<file path="src/rtl/mix_columns_pipe.sv">
// Two-stage valid/ready AES column stage: AddRoundKey plus MixColumns/InvMixColumns
// over LANES 32-bit columns per beat, with beat-count and round-range protocol checking.
module mix_columns_pipe #(
  parameter int LANES = 1,
  parameter int NR    = 14
) (
  input  logic                 clk,
  input  logic                 reset_n,
  input  logic                 in_valid,
  output logic                 in_ready,
  input  logic [32*LANES-1:0]  in_col,
  input  logic [32*LANES-1:0]  in_key,
  input  logic [3:0]           in_rnd,
  input  logic                 in_mode,
  input  logic                 in_last,
  output logic                 out_valid,
  input  logic                 out_ready,
  output logic [32*LANES-1:0]  out_col,
  output logic [3:0]           out_rnd,
  output logic                 out_last,
  output logic                 err
);

  localparam int BEATS = 4 / LANES;
  localparam int CW    = (BEATS > 1) ? $clog2(BEATS) : 1;
  localparam logic [CW-1:0] LAST_CNT = CW'(BEATS - 1);
  localparam logic [3:0]    NR_L     = 4'(NR);

  // Handshake: a beat moves across a boundary only in a cycle where valid and
  // ready are both high; a stage refills when it is empty or draining this cycle.
  logic a_valid_q, a_valid_d, b_valid_q, b_valid_d;
  logic [32*LANES-1:0] a_col_q, a_col_d, a_key_q, a_key_d;
  logic [3:0]          a_rnd_q, a_rnd_d;
  logic                a_mode_q, a_mode_d, a_last_q, a_last_d;
  logic [32*LANES-1:0] b_col_q, b_col_d;
  logic [3:0]          b_rnd_q, b_rnd_d;
  logic                b_last_q, b_last_d;
  logic [CW-1:0]       cnt_q, cnt_d;
  logic                err_q, err_d;
  logic                a_adv, b_adv, in_fire, bypass, is_last_cnt;
  logic [32*LANES-1:0] mix_res;

  function automatic logic [7:0] xt(input logic [7:0] b);
    return {b[6:0], 1'b0} ^ (b[7] ? 8'h1b : 8'h00);
  endfunction

  function automatic logic [31:0] mix_fwd(input logic [31:0] c);
    logic [7:0] a0, a1, a2, a3;
    a0 = c[31:24]; a1 = c[23:16]; a2 = c[15:8]; a3 = c[7:0];
    return {xt(a0) ^ xt(a1) ^ a1 ^ a2 ^ a3,
            a0 ^ xt(a1) ^ xt(a2) ^ a2 ^ a3,
            a0 ^ a1 ^ xt(a2) ^ xt(a3) ^ a3,
            xt(a0) ^ a0 ^ a1 ^ a2 ^ xt(a3)};
  endfunction

  // Inverse coefficients built from x2/x4/x8 multiples: 9=8+1, b=8+2+1, d=8+4+1, e=8+4+2.
  function automatic logic [31:0] mix_inv(input logic [31:0] c);
    logic [7:0] a [4];
    logic [7:0] m9 [4];
    logic [7:0] mb [4];
    logic [7:0] md [4];
    logic [7:0] me [4];
    logic [7:0] x2, x4, x8;
    for (int i = 0; i < 4; i++) begin
      a[i]  = c[31-8*i -: 8];
      x2    = xt(a[i]);
      x4    = xt(x2);
      x8    = xt(x4);
      m9[i] = x8 ^ a[i];
      mb[i] = x8 ^ x2 ^ a[i];
      md[i] = x8 ^ x4 ^ a[i];
      me[i] = x8 ^ x4 ^ x2;
    end
    return {me[0] ^ mb[1] ^ md[2] ^ m9[3],
            m9[0] ^ me[1] ^ mb[2] ^ md[3],
            md[0] ^ m9[1] ^ me[2] ^ mb[3],
            mb[0] ^ md[1] ^ m9[2] ^ me[3]};
  endfunction

  assign b_adv    = !b_valid_q || out_ready;
  assign a_adv    = !a_valid_q || b_adv;
  assign in_ready = a_adv && reset_n;
  assign in_fire  = in_valid && in_ready;
  assign is_last_cnt = (cnt_q == LAST_CNT);

  always_comb begin
    bypass  = (a_rnd_q == 4'd0) || (a_rnd_q >= NR_L);
    mix_res = '0;
    for (int k = 0; k < LANES; k++) begin
      if (bypass)
        mix_res[32*k +: 32] = a_col_q[32*k +: 32] ^ a_key_q[32*k +: 32];
      else if (a_mode_q)
        mix_res[32*k +: 32] = mix_inv(a_col_q[32*k +: 32] ^ a_key_q[32*k +: 32]);
      else
        mix_res[32*k +: 32] = mix_fwd(a_col_q[32*k +: 32]) ^ a_key_q[32*k +: 32];
    end
  end

  always_comb begin
    a_valid_d = a_valid_q;
    a_col_d   = a_col_q;
    a_key_d   = a_key_q;
    a_rnd_d   = a_rnd_q;
    a_mode_d  = a_mode_q;
    a_last_d  = a_last_q;
    b_valid_d = b_valid_q;
    b_col_d   = b_col_q;
    b_rnd_d   = b_rnd_q;
    b_last_d  = b_last_q;
    cnt_d     = cnt_q;
    err_d     = err_q;
    if (a_adv) begin
      a_valid_d = in_fire;
      if (in_fire) begin
        a_col_d  = in_col;
        a_key_d  = in_key;
        a_rnd_d  = in_rnd;
        a_mode_d = in_mode;
        a_last_d = in_last;
      end
    end
    if (b_adv) begin
      b_valid_d = a_valid_q;
      if (a_valid_q) begin
        b_col_d  = mix_res;
        b_rnd_d  = a_rnd_q;
        b_last_d = a_last_q;
      end
    end
    // An early in_last resynchronises the block count rather than carrying the slip forward.
    if (in_fire) begin
      if ((in_last != is_last_cnt) || (in_rnd > NR_L)) err_d = 1'b1;
      if (in_last || is_last_cnt || (BEATS == 1)) cnt_d = '0;
      else cnt_d = cnt_q + CW'(1);
    end
  end

  always_ff @(posedge clk) begin
    if (!reset_n) begin
      a_valid_q <= 1'b0;
      a_col_q   <= '0;
      a_key_q   <= '0;
      a_rnd_q   <= '0;
      a_mode_q  <= 1'b0;
      a_last_q  <= 1'b0;
      b_valid_q <= 1'b0;
      b_col_q   <= '0;
      b_rnd_q   <= '0;
      b_last_q  <= 1'b0;
      cnt_q     <= '0;
      err_q     <= 1'b0;
    end else begin
      a_valid_q <= a_valid_d;
      a_col_q   <= a_col_d;
      a_key_q   <= a_key_d;
      a_rnd_q   <= a_rnd_d;
      a_mode_q  <= a_mode_d;
      a_last_q  <= a_last_d;
      b_valid_q <= b_valid_d;
      b_col_q   <= b_col_d;
      b_rnd_q   <= b_rnd_d;
      b_last_q  <= b_last_d;
      cnt_q     <= cnt_d;
      err_q     <= err_d;
    end
  end

  assign out_valid = b_valid_q;
  assign out_col   = b_col_q;
  assign out_rnd   = b_rnd_q;
  assign out_last  = b_last_q;
  assign err       = err_q;

endmodule

</file>
<file path="config.mk">
export PLATFORM = sky130hd
export DESIGN_NAME = mix_columns_pipe
export DESIGN_NICKNAME = d
export VERILOG_FILES = /design/src/rtl/mix_columns_pipe.sv
export SDC_FILE = /design/constraint.sdc
export NUM_CORES = 1
export LEC_CHECK = 0
export CORE_MARGIN = 2
export CORE_UTILIZATION = 40
export DETAILED_ROUTE_END_ITERATION = 12
export PLACE_DENSITY_LB_ADDON = 0.15
export REMOVE_ABC_BUFFERS = 1
export SYNTH_ARGS = -nofsm -noshare
export SYNTH_HDL_FRONTEND = slang
export SYNTH_SLANG_ARGS = --single-unit
export TNS_END_PERCENT = 10
</file>
<file path="constraint.sdc">
create_clock -name clk -period 6.2 [get_ports clk]
set_input_delay 0.62 -clock clk [delete_from_list [all_inputs] [get_ports clk]]
set_output_delay 0.62 -clock clk [all_outputs]
set_load 0.005 [all_outputs]
</file>
==> results by group, run 1 <==
Worst setup path
  • Crit-path leading delay family: XOR/XNOR gates
  • CP Capture Type: flop
  • Worst path cell trace: xor2_2, xnor3_1, xnor3_1, xnor3_1, xor2_1, o2111ai_1, and3_1
  • CP bufs+invs: 0
  • CP max stage cell: dfxtp_1
  • CP Launch Type: flop
  • Cell mode on critical path: xnor3_1
  • Largest fanout on the critical path: 6
  • Setup Crit Path Kind: flop to flop
  • Crit path DAT: 3.42 ns
  • WP data required: 6.47 ns
  • CP peak stage delay: 0.57 ns

Routing
  • Final antenna-violating net count: 0
  • Drc violations: 0
  • First drt pass iteration count: 5
  • Vias after detailed routing: 6522
  • DRT Wirelength: 23220 um
  • Avg WL per Cell: 17.75 um
  • Vias per Instance: 4.986
  • Drt initial violations: 369

GRT
  • Global Route met3 Usage: 2.364%
  • Total GRT Usage: 20.83%
  • Gr ovfl total: 0
  • Number of global-route vias before repair: 6141
  • First-pass GRT wire length: 35670 um
  • Largest net degree at the start of global routing: 75
  • Met2 usage: 32.34%
  • Initial antenna violation count: 0
  • Global routing met1 resource utilization: 30.16%
  • Most Crowded Layer GR: met2

Clock tree
  • Skew-Pair Late Insertion Delay: 0.37 ns
  • Clk root buf: clkbuf_16
  • CTS Buffer Depth: 2
  • Postcts setup bufs: 0
  • Sink Count: 112
  • Clk slew on worst S/H paths: 0.08 ns
  • Resized Gates After CTS: 0
  • TritonCTS clock tree: yes
  • CTS buffer count: 9
  • CTS H-tree lvls: 3
  • # hold bufs at CTS: 0

Logic synthesis
  • Synth warn: 0
  • Synth cell count leaders: xnor2_1, nand2_1, o21ai_0
  • Netlist Area Pre-Place: 8559 sq um
  • Seq cells post-synth: 112
  • Yosys cell types: 47
  • Top-count cell post-synth: xnor2_1
  • Fraction of registers with async set/reset: 0%
  • Top post-synthesis cells by area: dfxtp_1, xnor2_1, xnor3_1
  • Main synth FF type: dfxtp_1
  • Leading area contributor after synthesis: dfxtp_1
  • Register area share after synthesis: 26.20%
  • Avg Cell Area, Syn: 8.761 sq um
  • EDFF count, synth: 0
  • Synth Instances: 977
  • Synth top area share: 26.20%

STA
  • Final WS setup: 3.052 ns
  • Setup Skew: 0.01548 ns
  • Slew headroom: 40.27%
  • Final hold viol count: 0
  • RSZ-0062 raised after global routing: false
  • Highest Clock Rate: 317.6 MHz
  • Setup-failing EPs final: 0
  • Worst hold slack: 0.4653 ns
  • Final worst path period share: 50.78%
  • Fin crit period: 3.148 ns
  • Setup TNS: 0 ns
  • Worst slew pin tran: 0.8896 ns
  • Final Slew Violations: 0

Pwr
  • Max VDD drop: 0.1880 mV
  • Reg power frac: 23.3%
  • Leak: 3.736 nW
  • Switch share: 38.42%
  • Total power: 3.693 mW
  • Switching power total: 1.419 mW
  • Gate power share: 60.9%
  • Pwr/cell area: 368.3 nW/um^2
  • P_int: 2.274 mW
  • Clock power frac: 15.9%

Placed design
  • Port bufs: 113
  • Placed cells: 1292
  • Dpl ws: 3.088 ns
  • GPL Wtd Cong: 0.9287
  • Hpwl dp: 17060 um

Worst hold path
  • Hold Path Class: flop to flop

Outcome
  • Outcome: completed

Die
  • Starting Density: 40.72%
  • Die H: 150.3 um
  • Row Count: 53
  • Core Area: 21020 sq um
  • Die X-Extent: 150.3 um
  • Ports: 114
  • Die area: 22580 sq um

Finish
  • Layout area overhead: 17.15%
  • Ant. Diodes: 0
  • Fin cells: 1308
  • Share of cells above drive strength 1: 5.131%
  • Final #Nets: 1104

Flow run
  • Max-cap violation count: 0
==> power by group through the flow <==
stage | clock [mW] | sequential (mW) | combinational, mW
6_report | 0.585 | 0.860 | 2.25
5_1_grt | 0.629 | 0.870 | 2.42
4_1_cts | 0.597 | 0.862 | 2.24
3_5_place_dp | 0 | 0.878 | 2.23
3_3_place_gp | 0 | 0.876 | 2.23
2_1_floorplan | 0 | 0.860 | 1.77
==> metrics by stage <==
stage	util [%]	cell area, sq um
finish	47.70	10030
CTS	47.70	10030
detailed placement	46.35	9744
global route	47.70	10030
global placement	46.35	9744
floorplan	-	8177
==> layout make-up <==
| cell class | instances | area [sq um] |
|---|---|---|
| tap | 275 | 344.1 |
| clock buffer | 11 | 242.7 |
| sequential | 112 | 2242 |
| timing repair buffer | 122 | 1196 |
| inverter | 3 | 11.26 |
| clock inverter | 5 | 40.04 |
| fill | 2067 | 10990 |
| multi-input combinational | 780 | 5951 |
==> registers in the layout, indices dropped and copies added (netlist names), 2 cells and up <==
signal	flops
cnt_q	2
out_rnd	4
a_col_q	32
a_key_q	32
a_rnd_q	4
out_col	32
==> layer usage <==
layer  share of wire [%]  wire, um
met2                  44     10290
met3                 5.1      1190
met4                 2.0       455
met1                  49     11280
met5                   0         0
==> placed cells by master (no fill, tap or decap), types with 3 or more instances in the layout <==
master	Yosys	routed
a21boi_0	6	6
a21oi_1	40	40
a22o_1	5	5
buf_4	1	10
clkbuf_16	0	9
clkdlybuf4s50_1	0	112
dfxtp_1	112	112
inv_1	3	3
nand2_1	161	161
nand3_1	5	5
nor2_1	32	32
o21a_1	3	3
o21ai_0	127	127
o221a_2	9	9
xnor2_1	246	246
xnor2_2	3	3
xnor2_4	6	6
xnor3_1	34	34
xor2_1	68	68
xor3_1	3	3
==> worst paths after layout <==
path	from	to	slack [ns]	depth (start not counted)
worst max-delay path	a_col_q[21]	out_col[3]	3.05	7
worst min-delay path	out_rnd[0]	out_rnd[0]	0.47	2
worst max register to register	a_col_q[21]	out_col[3]	3.05	7
worst min register to register	out_rnd[0]	out_rnd[0]	0.47	2
==> logic make-up (layout without fill, tap and decap cells) <==
| group | count (synthesis) | after routing | share of synthesized area (%) |
|---|---|---|---|
| AND/OR/NAND/NOR | 209 | 209 | 9.575 |
| buffers and inverters | 85 | 141 | 4.605 |
| flip-flops | 112 | 112 | 26.19 |
| adder cells (fa/ha/maj) | 2 | 2 | 0.2923 |
| AO/OA/AOI/OAI | 204 | 204 | 13.52 |
| XOR/XNOR | 365 | 365 | 45.81 |
==> worst reg2reg max path, stage by stage (launching register included) <==
cell,delay (ns)
dfxtp_1,0.57
xor2_2,0.53
xnor3_1,0.58
xnor3_1,0.42
xnor3_1,0.44
xor2_1,0.20
o2111ai_1,0.11
and3_1,0.19
No activity file was read; power rests on OpenSTA's default activity.
==> inputs of run 2 (changes only) <==
Clock period 6.2 ns to 2.8 ns, I/O delays scaled along.
==> run 2 against run 1 <==
Against the previous run: worst setup slack got worse by 2.9 ns; register-to-register slack got worse by 2.9 ns; power increased by 130%; sequential power increased by 120%; combinational power increased by 140%; worst hold slack got worse by 0.0045 ns; largest power group unchanged.
==> results by group, run 2 (synthesized netlist as in run 1, its figures left out) <==
Outcome
  • Outcome: completed (unchanged)

Placed design
  • Hpwl dp: 18660 um (was 17060 um)
  • Dpl ws: 0.1457 ns (was 3.088 ns)
  • Port bufs: 113 (unchanged)
  • Placed cells: 1376 (was 1292)
  • GPL Wtd Cong: 0.9406 (was 0.9287)
  • Cell Area, Placed: 10410 sq um (was 9744 sq um)

Die
  • Row Count: 53 (unchanged)
  • Core Area: 21020 sq um (unchanged)
  • Ports: 114 (unchanged)
  • Die X-Extent: 150.3 um (unchanged)
  • Die H: 150.3 um (unchanged)
  • Die area: 22580 sq um (unchanged)
  • Starting Density: 40.72% (unchanged)

STA
  • Worst slew pin tran: 0.8220 ns (was 0.8896 ns)
  • Final Slew Violations: 0 (unchanged)
  • Final WS setup: 0.1416 ns (was 3.052 ns)
  • Setup-failing EPs final: 0 (unchanged)
  • Final hold viol count: 0 (unchanged)
  • Setup Skew: 0.01083 ns (was 0.01548 ns)
  • Fin crit period: 2.658 ns (was 3.148 ns)
  • Worst hold slack: 0.4608 ns (was 0.4653 ns)
  • RSZ-0062 raised after global routing: false (unchanged)
  • Final worst path period share: 94.94% (was 50.78%)
  • Slew headroom: 45.00% (was 40.27%)
  • Highest Clock Rate: 376.2 MHz (was 317.6 MHz)

Worst hold path
  • Worst hold path stage count: 3 (was 2)
  • Hold endpoint: a_key_q[19] (was out_rnd[0])
  • Hold Path Class: input port to flop (was flop to flop)
  • Hold path startpoint: in_key[19] (was out_rnd[0])

Clock tree
  • Clk root buf: clkbuf_16 (unchanged)
  • Sink Count: 112 (unchanged)
  • Clk slew on worst S/H paths: 0.08 ns (about the same)
  • Resized Gates After CTS: 0 (unchanged)
  • CTS buffer count: 9 (unchanged)
  • # hold bufs at CTS: 0 (unchanged)
  • Skew-Pair Late Insertion Delay: 0.37 ns (about the same)
  • CTS H-tree lvls: 3 (unchanged)
  • CTS Buffer Depth: 2 (unchanged)
  • TritonCTS clock tree: yes (unchanged)
  • Postcts setup bufs: 0 (unchanged)

Routing
  • Drc violations: 0 (unchanged)
  • Drt initial violations: 312 (was 369)
  • Final antenna-violating net count: 0 (unchanged)
  • Vias per Instance: 4.825 (was 4.986)
  • Avg WL per Cell: 17.30 um (was 17.75 um)
  • First drt pass iteration count: 4 (was 5)
  • Vias after detailed routing: 6717 (was 6522)
  • DRT Wirelength: 24080 um (was 23220 um)

Worst setup path
  • CP max stage cell: xnor3_2 (was dfxtp_1)
  • Crit path DAT: 2.91 ns (was 3.42 ns)
  • FF-to-FF End: out_col[11] (was out_col[3])
  • CP Launch Type: flop (unchanged)
  • R2r setup slk: 0.14 ns (was 3.05 ns)
  • CP Capture Type: flop (unchanged)
  • Worst path cell trace: xnor2_4, xnor3_2, xnor2_4, xnor3_1, xnor2_1, xnor2_1, o41a_1 (was xor2_2, xnor3_1, xnor3_1, xnor3_1, xor2_1, o2111ai_1, and3_1)
  • WP data required: 3.05 ns (was 6.47 ns)
  • Crit Reg-Reg Startpoint: a_col_q[5] (was a_col_q[21])
  • CP peak stage delay: 0.51 ns (was 0.57 ns)
  • Crit-path leading delay family: XOR/XNOR gates (unchanged)
  • Reg2Reg Depth: 7 (unchanged)
  • Largest fanout on the critical path: 8 (was 6)
  • Setup Crit Path Kind: flop to flop (unchanged)
  • CP bufs+invs: 0 (unchanged)

Pwr
  • Pwr/cell area: 796.8 nW/um^2 (was 368.3 nW/um^2)
  • Max VDD drop: 0.3608 mV (was 0.1880 mV)
  • Total power: 8.522 mW (was 3.693 mW)
  • Leak: 4.161 nW (was 3.736 nW)

Finish
  • Final #Nets: 1188 (was 1104)
  • Fin cells: 1392 (was 1308)
  • Commonest non-fill, non-tap cell in the layout: xnor2_1 (unchanged)
  • Share of cells above drive strength 1: 12.26% (was 5.131%)
  • Layout area overhead: 24.95% (was 17.15%)
  • Ant. Diodes: 0 (unchanged)
  • Final instance area: 10700 sq um (was 10030 sq um)
  • Commonest cells after routing, fill and taps aside: xnor2_1, nand2_1, o21ai_0 (unchanged)

GRT
  • Number of global-route vias before repair: 6619 (was 6141)
  • Gr ovfl total: 0 (unchanged)
  • Initial antenna violation count: 0 (unchanged)
  • Total GRT Usage: 21.90% (was 20.83%)
  • First-pass GRT wire length: 37380 um (was 35670 um)
  • Largest net degree at the start of global routing: 94 (was 75)

Flow run
  • Max-cap violation count: 0 (unchanged)
## run 2: cell types whose count changed in the layout (fill, tap and decap cells not counted), sizes merged
| cell | change |
|---|---|
| buf | +84 |
| clkinv | +1 |
| inv | -1 |
## run 2: metal layers
metal  GRT usage [%]  routed length, um
met5               0                  0
met4           5.566                401
met3           3.545               1233
met2           35.61              11010
met1           30.28              11440
## run 2: worst max-delay path by stage
| stage | startpoint | endpoint | slack [ns] | depth (start not counted) |
|---|---|---|---|---|
| finish | a_col_q[5] | out_col[11] | 0.14 | 7 |
| detailed placement | a_col_q[5] | out_col[11] | 0.15 | 7 |
| global placement | a_col_q[5] | out_col[11] | 0.16 | 7 |
| floorplan | out_valid | a_col_q[0] | -0.32 | 4 |
| CTS | a_col_q[5] | out_col[11] | 0.14 | 7 |
| global route | a_key_q[5] | out_col[3] | 0.009 | 7 |
## run 2: worst register-to-register path: cells and delay by family, from the launching register on
kind / cells / cell delay (ns)
AOI/OAI and AO/OA: 1 / 0.36
xor gates and xnor gates: 6 / 1.83
DFF: 1 / 0.36
## run 2: final cells by class
type,instances,area (sq um)
Clock buffer,11,242.7
Clock inverter,5,40.04
Fill cell,2055,10330
Inverter,3,11.26
Multi-Input combinational cell,780,5951
Sequential cell,112,2242
Tap cell,275,344.1
Timing Repair Buffer,206,1864
## run 2: report_power, final
group	total, mW	leakage [nW]	internal, mW	switching (mW)
logic	5.39	3.10	2.96	2.44
registers	1.85	0.924	1.72	0.129
clock network	1.28	0.140	0.637	0.641
## run 2: stage by stage
step           TNS (ns)  utilization [%]
2_1_floorplan    -22.23                -
3_3_place_gp          0            49.53
3_5_place_dp          0            49.53
6_report              0            50.88
5_1_grt               0            50.88
4_1_cts               0            50.88
==> inputs of run 3 (changes only) <==
Settings changed: CTS_BUF_LIST set to sky130_fd_sc_hd__clkbuf_16.
==> run 3 against run 2 <==
Against the previous run: worst hold slack barely moved; routed wire length rose by 0.13%; worst setup slack got worse by 0.0018 ns; critical endpoint unchanged; largest power group unchanged.
==> results by group, run 3 (synthesized netlist as in run 1, its figures left out) <==
Routing
  • Avg WL per Cell: 17.32 um (was 17.30 um)
  • Final antenna-violating net count: 0 (unchanged)
  • Drc violations: 0 (unchanged)
  • Vias per Instance: 4.830 (was 4.825)
  • Vias after detailed routing: 6723 (was 6717)
  • DRT Wirelength: 24120 um (was 24080 um)
  • Drt initial violations: 324 (was 312)
  • First drt pass iteration count: 5 (was 4)

GRT
  • First-pass GRT wire length: 37380 um (unchanged)
  • Met2 usage: 35.59% (was 35.61%)
  • Global Route met3 Usage: 3.545% (unchanged)
  • Total GRT Usage: 21.89% (was 21.90%)
  • Global routing met1 resource utilization: 30.28% (unchanged)
  • Largest net degree at the start of global routing: 94 (unchanged)
  • Gr ovfl total: 0 (unchanged)
  • Number of global-route vias before repair: 6625 (was 6619)
  • Most Crowded Layer GR: met2 (unchanged)
  • Initial antenna violation count: 0 (unchanged)

Worst setup path
  • CP peak stage delay: 0.51 ns (about the same)
  • Setup Crit Path Kind: flop to flop (unchanged)
  • CP bufs+invs: 0 (unchanged)
  • Worst path cell trace: xnor2_4, xnor3_2, xnor2_4, xnor3_1, xnor2_1, xnor2_1, o41a_1 (unchanged)
  • Largest fanout on the critical path: 8 (unchanged)
  • CP Launch Type: flop (unchanged)
  • Crit path DAT: 2.91 ns (about the same)
  • Setup crit start: a_col_q[5] (unchanged)
  • CP max stage cell: xnor3_2 (unchanged)
  • WP data required: 3.05 ns (about the same)
  • Crit Reg-Reg Startpoint: a_col_q[5] (unchanged)
  • CP Capture Type: flop (unchanged)
  • Crit-path leading delay family: XOR/XNOR gates (unchanged)

Die
  • Ports: 114 (unchanged)
  • Die H: 150.3 um (unchanged)
  • Row Count: 53 (unchanged)
  • Starting Density: 40.72% (unchanged)
  • Die X-Extent: 150.3 um (unchanged)
  • Core Area: 21020 sq um (unchanged)
  • Die area: 22580 sq um (unchanged)

Clock tree
  • Sink Count: 112 (unchanged)
  • Postcts setup bufs: 0 (unchanged)
  • # hold bufs at CTS: 0 (unchanged)
  • Resized Gates After CTS: 0 (unchanged)
  • CTS H-tree lvls: 3 (unchanged)
  • Clk slew on worst S/H paths: 0.07 ns (was 0.08 ns)
  • CTS buffer count: 9 (unchanged)
  • CTS Buffer Depth: 2 (unchanged)
  • Skew-Pair Late Insertion Delay: 0.37 ns (about the same)
  • TritonCTS clock tree: yes (unchanged)
  • Clk root buf: clkbuf_16 (unchanged)

Placed design
  • Port bufs: 113 (unchanged)
  • Dpl ws: 0.1457 ns (unchanged)
  • Hpwl dp: 18660 um (unchanged)
  • GPL Wtd Cong: 0.9406 (unchanged)
  • Cell Area, Placed: 10410 sq um (unchanged)
  • Placed cells: 1376 (unchanged)

Finish
  • Fin cells: 1392 (unchanged)
  • Layout fillers: 2057 (was 2055)
  • Share of cells above drive strength 1: 12.18% (was 12.26%)
  • Final instance area: 10690 sq um (was 10700 sq um)
  • Layout area overhead: 24.83% (was 24.95%)
  • Commonest cells after routing, fill and taps aside: xnor2_1, nand2_1, o21ai_0 (unchanged)
  • Ant. Diodes: 0 (unchanged)
  • Commonest non-fill, non-tap cell in the layout: xnor2_1 (unchanged)
  • Final #Nets: 1188 (unchanged)

STA
  • Fin crit period: 2.660 ns (was 2.658 ns)
  • Highest Clock Rate: 375.9 MHz (was 376.2 MHz)
  • Worst slew pin tran: 0.8170 ns (was 0.8220 ns)
  • Setup-failing EPs final: 0 (unchanged)
  • RSZ-0062 raised after global routing: false (unchanged)
  • Final worst path period share: 95.01% (was 94.94%)
  • Slew headroom: 45.33% (was 45.00%)
  • Setup Skew: 0.01133 ns (was 0.01083 ns)
  • Final WS setup: 0.1398 ns (was 0.1416 ns)
  • Final Slew Violations: 0 (unchanged)
  • Final hold viol count: 0 (unchanged)

Pwr
  • Pwr/cell area: 795.0 nW/um^2 (was 796.8 nW/um^2)
  • Leak: 4.159 nW (was 4.161 nW)
  • Max VDD drop: 0.3607 mV (was 0.3608 mV)

Flow run
  • Max-cap violation count: 0 (unchanged)

Worst hold path
  • Hold path startpoint: out_rnd[3] (was in_key[19])
  • Hold Path Class: flop to flop (was input port to flop)

Outcome
  • Outcome: completed (unchanged)
## run 3: cell types whose count changed in the layout (fill, tap and decap cells not counted)
cell,change
clkinv_1,+1
clkbuf_8,-1
clkbuf_1,-1
inv_1,+1
## run 3: stage by stage
stage          hold slack (ns)  util (%)  TNS (ns)  power, mW
2_1_floorplan           0.3886         -    -22.23      5.826
3_3_place_gp            0.4483     49.53         0      7.290
3_5_place_dp            0.4562     49.53         0      7.278
4_1_cts                 0.4505     50.83         0      8.543
5_1_grt                 0.4784     50.83         0      8.972
6_report                0.4612     50.83         0      8.495
## run 3: power breakdown
group / total, mW / switching, mW / internal, mW
Clock: 1.25 / 0.640 / 0.606
Combinational: 5.40 / 2.44 / 2.96
Sequential: 1.85 / 0.130 / 1.72
Total: 8.49 / 3.21 / 5.28
## run 3: layout make-up
class	count	area, sq um	share of cell area [%]
clock inverter	7	47.55	0.4450
clock buffer	9	225.2	2.108
multi-input combinational	780	5951	55.69
inverter	3	11.26	0.1054
sequential	112	2242	20.98
timing repair buffer	206	1864	17.45
tap	275	344.1	3.220
## run 3: routing by layer
metal | vias to the layer above | share of wire, %
li1 | 3439 | -
met1 | 3115 | 48
met2 | 150 | 46
met3 | 19 | 4.6
met4 | 0 | 1.5
met5 | - | 0
## run 3: final timing paths
check	cells past startpoint	slack (ns)	endpoint
worst max-delay path	7	0.14	out_col[11]
worst min register to register	2	0.46	out_rnd[3]
worst max register to register	7	0.14	out_col[11]
worst min-delay path	2	0.46	out_rnd[3]
## run 3: worst reg2reg max path, stage by stage (launching register included)
cell     delay (ns)
dfxtp_1        0.36
xnor2_4        0.39
xnor3_2        0.51
xnor2_4        0.22
xnor3_1        0.43
xnor2_1        0.15
xnor2_1        0.13
o41a_1         0.36
